### config.mk
export PLATFORM = sky130hd
export DESIGN_NAME = reset_sequencer
export DESIGN_NICKNAME = d
export VERILOG_FILES = /design/src/rtl/reset_sequencer_pkg.sv /design/src/rtl/reset_sequencer_sync.sv /design/src/rtl/reset_sequencer.sv
export SDC_FILE = /design/constraint.sdc
export NUM_CORES = 1
export LEC_CHECK = 0
export CAP_MARGIN = 15
export CORE_MARGIN = 2
export CORE_UTILIZATION = 30
export CTS_CLUSTER_SIZE = 12
export DETAILED_ROUTE_END_ITERATION = 8
export PLACE_DENSITY = 0.47
export SLEW_MARGIN = 0
export SYNTH_ARGS = -nofsm -noshare
export SYNTH_HDL_FRONTEND = slang
export SYNTH_HIERARCHICAL = 1
export SYNTH_SLANG_ARGS = --single-unit
### constraint.sdc
create_clock -name clk -period 2.1 [get_ports clk]
set_input_delay 0.42 -clock clk [delete_from_list [all_inputs] [get_ports clk]]
set_output_delay 0.42 -clock clk [all_outputs]
set_load 0.01 [all_outputs]
### src/rtl/reset_sequencer_pkg.sv
// Shared types for the FPGA-top reset controller: reset cause codes, sequencer
// states and a width helper for the internal counters.
package reset_sequencer_pkg;

    typedef enum logic [1:0] {
        POWER_ON = 2'd0,
        PLL_LOSS = 2'd1,
        EXTERNAL = 2'd2,
        SOFTWARE = 2'd3
    } reset_cause_t;

    typedef enum logic [1:0] {
        ASSERT  = 2'd0,
        RELEASE = 2'd1,
        RUN     = 2'd2
    } reset_seq_state_t;

    localparam int SYNC_STAGES = 3;

    // Counter width able to hold 0..n-1, never narrower than one bit.
    function automatic int cnt_width(input int n);
        return (n <= 2) ? 1 : $clog2(n);
    endfunction

endpackage

### src/rtl/reset_sequencer_sync.sv
// Three-flop synchronizer for an asynchronous level; the chain resets to
// RESET_STATE so the synchronized side starts in a known (faulted) condition.
module reset_sequencer_sync
    import reset_sequencer_pkg::*;
#(
    parameter logic RESET_STATE = 1'b0
) (
    input  logic clk,
    input  logic reset,
    input  logic async_i,
    output logic sync_o
);

    logic [SYNC_STAGES-1:0] chain_q;
    logic [SYNC_STAGES-1:0] chain_d;

    always_comb begin
        chain_d = {chain_q[SYNC_STAGES-2:0], async_i};
    end

    always_ff @(posedge clk or posedge reset) begin
        if (reset) begin
            chain_q <= {SYNC_STAGES{RESET_STATE}};
        end else begin
            chain_q <= chain_d;
        end
    end

    assign sync_o = chain_q[SYNC_STAGES-1];

endmodule

### src/rtl/reset_sequencer.sv
// FPGA-top reset controller: qualifies synchronized reset sources for a hold
// time, then releases the downstream reset domains one after another.
module reset_sequencer
    import reset_sequencer_pkg::*;
#(
    parameter int NUM_STAGES  = 3,
    parameter int HOLD_CYCLES = 1024,
    parameter int STAGE_DELAY = 16
) (
    input  logic                  clk,
    input  logic                  reset,
    input  logic                  pll_locked_i,
    input  logic                  ext_reset_req_i,
    input  logic                  sw_reset_req_i,
    output logic [NUM_STAGES-1:0] stage_reset_o,
    output logic                  sequence_done_o,
    output logic [1:0]            reset_cause_o
);

    localparam int HW = cnt_width(HOLD_CYCLES);
    localparam int DW = cnt_width(STAGE_DELAY);
    localparam int SW = cnt_width(NUM_STAGES);

    localparam logic [HW-1:0] HOLD_LAST  = HW'(HOLD_CYCLES - 1);
    localparam logic [DW-1:0] DELAY_LAST = DW'(STAGE_DELAY - 1);
    localparam logic [SW-1:0] STAGE_LAST = SW'(NUM_STAGES - 1);

    logic pll_sync;
    logic ext_sync;
    logic clean;

    reset_sequencer_sync #(.RESET_STATE(1'b0)) u_pll_sync (
        .clk     (clk),
        .reset   (reset),
        .async_i (pll_locked_i),
        .sync_o  (pll_sync)
    );

    reset_sequencer_sync #(.RESET_STATE(1'b1)) u_ext_sync (
        .clk     (clk),
        .reset   (reset),
        .async_i (ext_reset_req_i),
        .sync_o  (ext_sync)
    );

    assign clean = pll_sync & ~ext_sync & ~sw_reset_req_i;

    reset_seq_state_t      state_q,       state_d;
    logic [HW-1:0]         hold_cnt_q,    hold_cnt_d;
    logic [DW-1:0]         delay_cnt_q,   delay_cnt_d;
    logic [SW-1:0]         stage_idx_q,   stage_idx_d;
    logic [NUM_STAGES-1:0] stage_reset_q, stage_reset_d;
    logic                  done_q,        done_d;
    reset_cause_t          cause_q,       cause_d;

    reset_cause_t          fault_cause;
    logic [SW-1:0]         idx_next;

    always_comb begin
        state_d       = state_q;
        hold_cnt_d    = hold_cnt_q;
        delay_cnt_d   = delay_cnt_q;
        stage_idx_d   = stage_idx_q;
        stage_reset_d = stage_reset_q;
        done_d        = done_q;
        cause_d       = cause_q;
        idx_next      = stage_idx_q + 1'b1;

        // Priority when several sources fault on the same edge.
        fault_cause = SOFTWARE;
        if (!pll_sync) begin
            fault_cause = PLL_LOSS;
        end else if (ext_sync) begin
            fault_cause = EXTERNAL;
        end

        unique case (state_q)
            ASSERT: begin
                stage_reset_d = '1;
                done_d        = 1'b0;
                delay_cnt_d   = '0;
                stage_idx_d   = '0;
                if (!clean) begin
                    hold_cnt_d = '0;
                end else if (hold_cnt_q == HOLD_LAST) begin
                    hold_cnt_d = '0;
                    if (NUM_STAGES == 1) begin
                        state_d       = RUN;
                        stage_reset_d = '0;
                        done_d        = 1'b1;
                    end else begin
                        state_d          = RELEASE;
                        stage_reset_d[0] = 1'b0;
                    end
                end else begin
                    hold_cnt_d = hold_cnt_q + 1'b1;
                end
            end

            RELEASE: begin
                if (!clean) begin
                    state_d       = ASSERT;
                    hold_cnt_d    = '0;
                    delay_cnt_d   = '0;
                    stage_idx_d   = '0;
                    stage_reset_d = '1;
                    done_d        = 1'b0;
                    cause_d       = fault_cause;
                end else if (delay_cnt_q == DELAY_LAST) begin
                    delay_cnt_d             = '0;
                    stage_idx_d             = idx_next;
                    stage_reset_d[idx_next] = 1'b0;
                    if (idx_next == STAGE_LAST) begin
                        state_d       = RUN;
                        stage_reset_d = '0;
                        done_d        = 1'b1;
                    end
                end else begin
                    delay_cnt_d = delay_cnt_q + 1'b1;
                end
            end

            RUN: begin
                stage_reset_d = '0;
                done_d        = 1'b1;
                if (!clean) begin
                    state_d       = ASSERT;
                    hold_cnt_d    = '0;
                    delay_cnt_d   = '0;
                    stage_idx_d   = '0;
                    stage_reset_d = '1;
                    done_d        = 1'b0;
                    cause_d       = fault_cause;
                end
            end

            default: begin
                state_d       = ASSERT;
                hold_cnt_d    = '0;
                delay_cnt_d   = '0;
                stage_idx_d   = '0;
                stage_reset_d = '1;
                done_d        = 1'b0;
            end
        endcase
    end

    always_ff @(posedge clk or posedge reset) begin
        if (reset) begin
            state_q       <= ASSERT;
            hold_cnt_q    <= '0;
            delay_cnt_q   <= '0;
            stage_idx_q   <= '0;
            stage_reset_q <= '1;
            done_q        <= 1'b0;
            cause_q       <= POWER_ON;
        end else begin
            state_q       <= state_d;
            hold_cnt_q    <= hold_cnt_d;
            delay_cnt_q   <= delay_cnt_d;
            stage_idx_q   <= stage_idx_d;
            stage_reset_q <= stage_reset_d;
            done_q        <= done_d;
            cause_q       <= cause_d;
        end
    end

    assign stage_reset_o   = stage_reset_q;
    assign sequence_done_o = done_q;
    assign reset_cause_o   = cause_q;

endmodule
== Word level (Yosys, flattened, before mapping) ==
Cells that the tools add are included.
Widths: inputs -> output; s select.
Storage, ports and cells
  word-level logic and storage cells: 73
  bits in registers: 30
  input port bits: 5
  output and inout port bits: 6
Cells by class
  reduce and logical (&&, ||, !) cells: 7
  bitwise logic cells: 7
  $lt $le $gt $ge: 2
  add/subtract/negate cells: 3
  equality and inequality tests: 11
  muxes and demuxes: 34
Operators by type and width (count)
  $mux 10: 3
  $pmux 10 s2: 1
  $mux 2: 9
  $mux 3: 4
  $mux 4: 3
  $add 10x1->10 const B: 1
  $eq 10x10->1 const B: 1
  $pmux 3 s3: 1
  $mux 1: 8
  $ne 2x2->1 const B: 4
  $pmux 4 s2: 1
  $ne 3x3->1 const B: 2
  $pmux 2 s3: 1
  $reduce_and 2->1: 3
  $reduce_and 5->1: 1
  $add 4x1->4 const B: 1
  $eq 2x2->1 const B: 2
  $eq 4x4->1 const B: 1
  $pmux 2 s2: 1
  $and 3x3->3: 1
  $lt 2x3->1 const B: 1
  $not 1->1: 3
  $not 3->3: 1
  $add 2x1->2 const B: 1
  8 further kinds: 9

== Depth between registers and ports, before layout ==
Gate-level depths: netlist (run 1).
  depth after elaboration: 11
  gate-level depth with buffers: 7
  depth with buffers taken out: 6

== By module ==
Netlist (run 1), hierarchy kept.
By module, submodules not included
  reset_sequencer: times used 1, sequential area each 604.3 um^2, cells an instance 160, area an instance 1431.4 um^2
  reset_sequencer_sync at u_ext_sync: times used 1, sequential area each 78.8 um^2, cells an instance 4, area an instance 82.6 um^2
  reset_sequencer_sync at u_pll_sync: times used 1, sequential area each 75.1 um^2, cells an instance 4, area an instance 78.8 um^2

== Worst setup path after synthesis (run 1) ==
No wires, ideal clock.
  kind: input-to-reg
  start: input sw_reset_req_i
  end: register stage_reset_q[1] (netlist: stage_reset_o[1])
  slack: 0.429 ns
  stages on the path: 5
  arrival: 1.586 ns
  path buffers: 1
  required time: 2.015 ns
  library setup time: 0.085 ns
  path through: or3b_1 -> buf_2 -> a211o_1 -> o32ai_2 -> a21oi_1
Between the ends
  word-level cells in the longest chain between the ends: 4
  elaborated cells on any way between the ends: 6
  those cells by class: eq/ne: 1; mux: 3; bitwise: 2
RTL lines
  from (decl): RTL line reset_sequencer.sv:14  | input logic sw_reset_req_i,
  $not 1->1 *: RTL line reset_sequencer.sv:46  | assign clean = pll_sync & ~ext_sync & ~sw_reset_req_i;
  $and 1x1->1 *: RTL line reset_sequencer.sv:46
  $mux 3 (on tied branches): RTL line reset_sequencer.sv:126, reset_sequencer.sv:101
  $pmux 3 s3: RTL line reset_sequencer.sv:77  | unique case (state_q)
  to (signal assigned): RTL line reset_sequencer.sv:162  | stage_reset_q <= stage_reset_d;
  to (decl): RTL line reset_sequencer.sv:52  | logic [NUM_STAGES-1:0] stage_reset_q, stage_reset_d;
Mark *: on every way between the ends. The rest lies on a longest branch, timed or not.
A chain may end at the register's enable or synchronous reset.

== Worst setup path in the final report (run 1) ==
Ends and elaborated chain as after synthesis.

==> results of run 1 <==
[placed cells by master (no fill, tap or decap), drive strengths merged, types with 2 or more instances in the layout]
cell / instances
nand3: 7
mux2: 2
nand2: 17
nor2: 10
o21a: 3
or3: 3
nor3b: 3
nand3b: 2
inv: 10
clkbuf: 7
ha: 8
a211oi: 3
dfrtp: 24
nand4: 4
dfstp: 6
nor4: 3
buf: 7
a31oi: 2
o21ai: 9
nor2b: 2
clkdlybuf4s50: 10
nor3: 4
a211o: 2
a21oi: 18
or4: 2
o22ai: 2
o31a: 2
and3: 2
[logic make-up (layout without fill, tap and decap cells)]
group	after synthesis	in the layout
mux	2	2
flops	30	30
simple gates	63	63
fa+ha+maj	8	8
compound gates	48	48
buf+inv	17	35
[synth_stat cells, drive strengths merged (2+ instances only)]
library cell,number
o21ai,9
and3,2
nand4,4
dfstp,6
ha,8
nor4,3
nor2b,2
a211oi,3
o31a,2
nor3b,3
nand3b,2
or3,3
or4,2
a31oi,2
nand3,7
buf,2
a211o,2
o22ai,2
a21oi,18
nand2,17
dfrtp,24
nor3,4
inv,10
o21a,3
nor2,10
clkbuf,5
mux2,2
[final cells by class]
type,instances,area [µm²]
clock buffers,7,86.3
clock inverters,1,5.00
flip-flops and latches,30,758
repair buffers,17,153
multi-input cells,121,769
inverters,10,37.5
fillers,542,3210
well taps,70,87.6
[state kept, by name, indices dropped and copies added, names as in the netlist]
signal and cells:
stage_idx_q 2, hold_cnt_q 10, u_pll_sync/chain_q 3, sequence_done_o 1, stage_reset_o 3, state_q 2, reset_cause_o 2, delay_cnt_q 4
u_ext_sync/chain_q 3
[routing by layer]
layer	vias to the layer above	GRT usage	part of all wire
li1	641	-	-
met1	619	0.170	0.50
met2	21	0.184	0.44
met3	6	0.0400	0.048
met4	0	0.0491	0.016
met5	-	0	0
[report_power, final]
| group | internal (W) | switching, W |
|---|---|---|
| combinational | 0.0000143 | 0.0000212 |
| sequential | 0.000588 | 0.00000383 |
| clock | 0.000264 | 0.000212 |
| total | 0.000866 | 0.000237 |
[through the flow]
step | total power (W) | hold WS [ns] | utilization
2_1_floorplan | 0.000619 | 0.174 | -
3_3_place_gp | 0.000638 | 0.341 | 0.354
3_5_place_dp | 0.000639 | 0.336 | 0.354
4_1_cts | 0.00112 | 0.359 | 0.371
5_1_grt | 0.00115 | 0.364 | 0.371
6_report | 0.00110 | 0.353 | 0.371
[worst max-delay path: stages]
cell	delay [ns]
clkdlybuf4s50_1	0.41
or3b_1	0.46
a211o_1	0.38
o32ai_2	0.25
a21oi_1	0.10
[worst max-delay path by stage]
| stage | endpoint | slack, ns | from | depth (start not counted) |
|---|---|---|---|---|
| 2_1_floorplan | stage_reset_o[1] | 0.43 | sw_reset_req_i | 5 |
| 3_3_place_gp | stage_reset_o[1] | -0.01 | sw_reset_req_i | 5 |
| 3_5_place_dp | stage_reset_o[1] | -0.04 | sw_reset_req_i | 5 |
| 4_1_cts | stage_reset_o[1] | 0.26 | sw_reset_req_i | 5 |
| 5_1_grt | state_q[1] | 0.1 | hold_cnt_q[0] | 5 |
| 6_report | stage_reset_o[1] | 0.27 | sw_reset_req_i | 5 |
==> results.md, run 1 <==
* CTS H-tree lvls at 2
* Nets@finish at between 150 and 200
* Maximum vdd drop at 0.306 mV
* DRT Wirelength at 3420 µm
* GRT overflow at 0
* Min Clock Period, post-route at 1.83 ns
* Crit. End Element: flop
* Hold Path Stages at 0
* Average size of a mapped cell at 9.48 µm²
* GRT Total Usage at 0.125
* Cell count after synthesis at ~170
* Yosys warns at 6
* FF+latch count, synth at 30
* Die Wd at 76.9 µm
* Number of synthesized flops with an enable pin at 0
* Post-placement cell area at approximately 1800 µm²
* Synth Net Count at between 150 and 200
* Largest net degree at the start of global routing at 19
* Final slew viol count at 0
* RSZ-0062 raised after global routing: no
* Final worst slack at 0.273 ns
* Leakage at roughly 0.75 nW
* Drt pass-1 iters at 4
* Largest family of logic cells by synthesized area: simple AND/OR/NAND/NOR gates
* Hold_sp: u_pll_sync/chain_q[1]
* Post-placement cell count at approximately 250
* Startpoint types: input port
* Largest area contributor in the netlist: dfrtp_1
* Area share of the largest cell type after synthesis at 0.377
* CTS tree: yes
* Die area at slightly below 6000 µm²
* Simple-gate share of the synthesized area at 0.212
* Fin Setup TNS at 0 ns
* Post-synthesis adder-cell area fraction at 0.0628
* Launch point of the worst reg-to-reg path: state_q[0]
* Crit Path Max Fanout at 4
* Worst min path class: flop to flop
* Register area share after synthesis at 0.476
* Number of hold buffers added after cts at 0
* Via count at ~1300
* Compound-Gate Fraction of Synth Area at 0.194
* Root buf cell: clkbuf_8
* Dpl ws at -0.0351 ns
* Final worst-path cycle share at 0.870
* Die H at just under 80 µm
* Post-synth cell types at 44
* Outcome: completed
* DR vias/cell at approximately 5.0
* Layout area overhead at 19.1%
* Worst-Skew Late Latency at between 0.2 and 0.3 ns
* RePlAce Congestion at 0.792
* Setup bufs post-CTS at 0
* Post-Synth XOR/XNOR Area at 0
* Final std cells w/o fill at ~260
* Power per cell area at between 500 and 600 nW/µm²
* Req. time, crit path at between 2 and 2.5 ns
* DRC violations left at 0
* Arrival @ worst endpoint at 2.03 ns
* CP Class: input port to flop
* Post-CTS resize count at 0
* CTS sink count at 30
* Dpl hpwl at 2520 µm
* Prevailing post-synth register cell: dfrtp_1
* Row count at 26
* First-pass GRT wire length at just under 6000 µm
* Initial Util at 0.312
* Post-synthesis mux area share at 0.0141
* Slew headroom at 0.669
* Crit Reg-Reg Endpoint: hold_cnt_q[5]
* CTS max path bufs at 2
* First DRT Iteration DRCs at between 100 and 150
* Diodes inserted at 0
* Top cells by area, synth: dfrtp_1 (38%), dfstp_2 (9.9%), ha_1 (6.3%)
* Worst-Margin Slew at 0.496 ns
* Final setup vio count at 0
* Post-route antenna net violation count at 0
* Fin area at between 1500 and 2000 µm²
* Final Hold Fails at 0
* Initial antenna violation count at 0
* Num ports at 11
* Cts bufs inserted at 5
* Clk_skew at 0.00683 ns
* Mapped Area at ~1600 µm²
* Fmax at about 0.55 GHz
* Clock transition at path regs at 0.07 ns
* Max Cap Viol at 0
* Async SR Flop Fraction at 1.00
* Core ar. at 5110 µm²
* Vias in the first global route at 1223
* # port buffers at 10
* Worst Hold Endpoint: u_pll_sync/chain_q[2]
* R2R depth at 5
* Share of layout cells above drive strength 1 at 0.134
* Routed len/inst at between 10 and 15 µm
* R2R Setup Slk at between 0.2 and 0.3 ns
No activity file was read; power rests on OpenSTA's default activity.
==> inputs of run 2 (changes only) <==
- TNS_END_PERCENT: not set -> 10
==> results of run 2 <==
No change in the layout: final DEF, timing and power equal those of run 1.
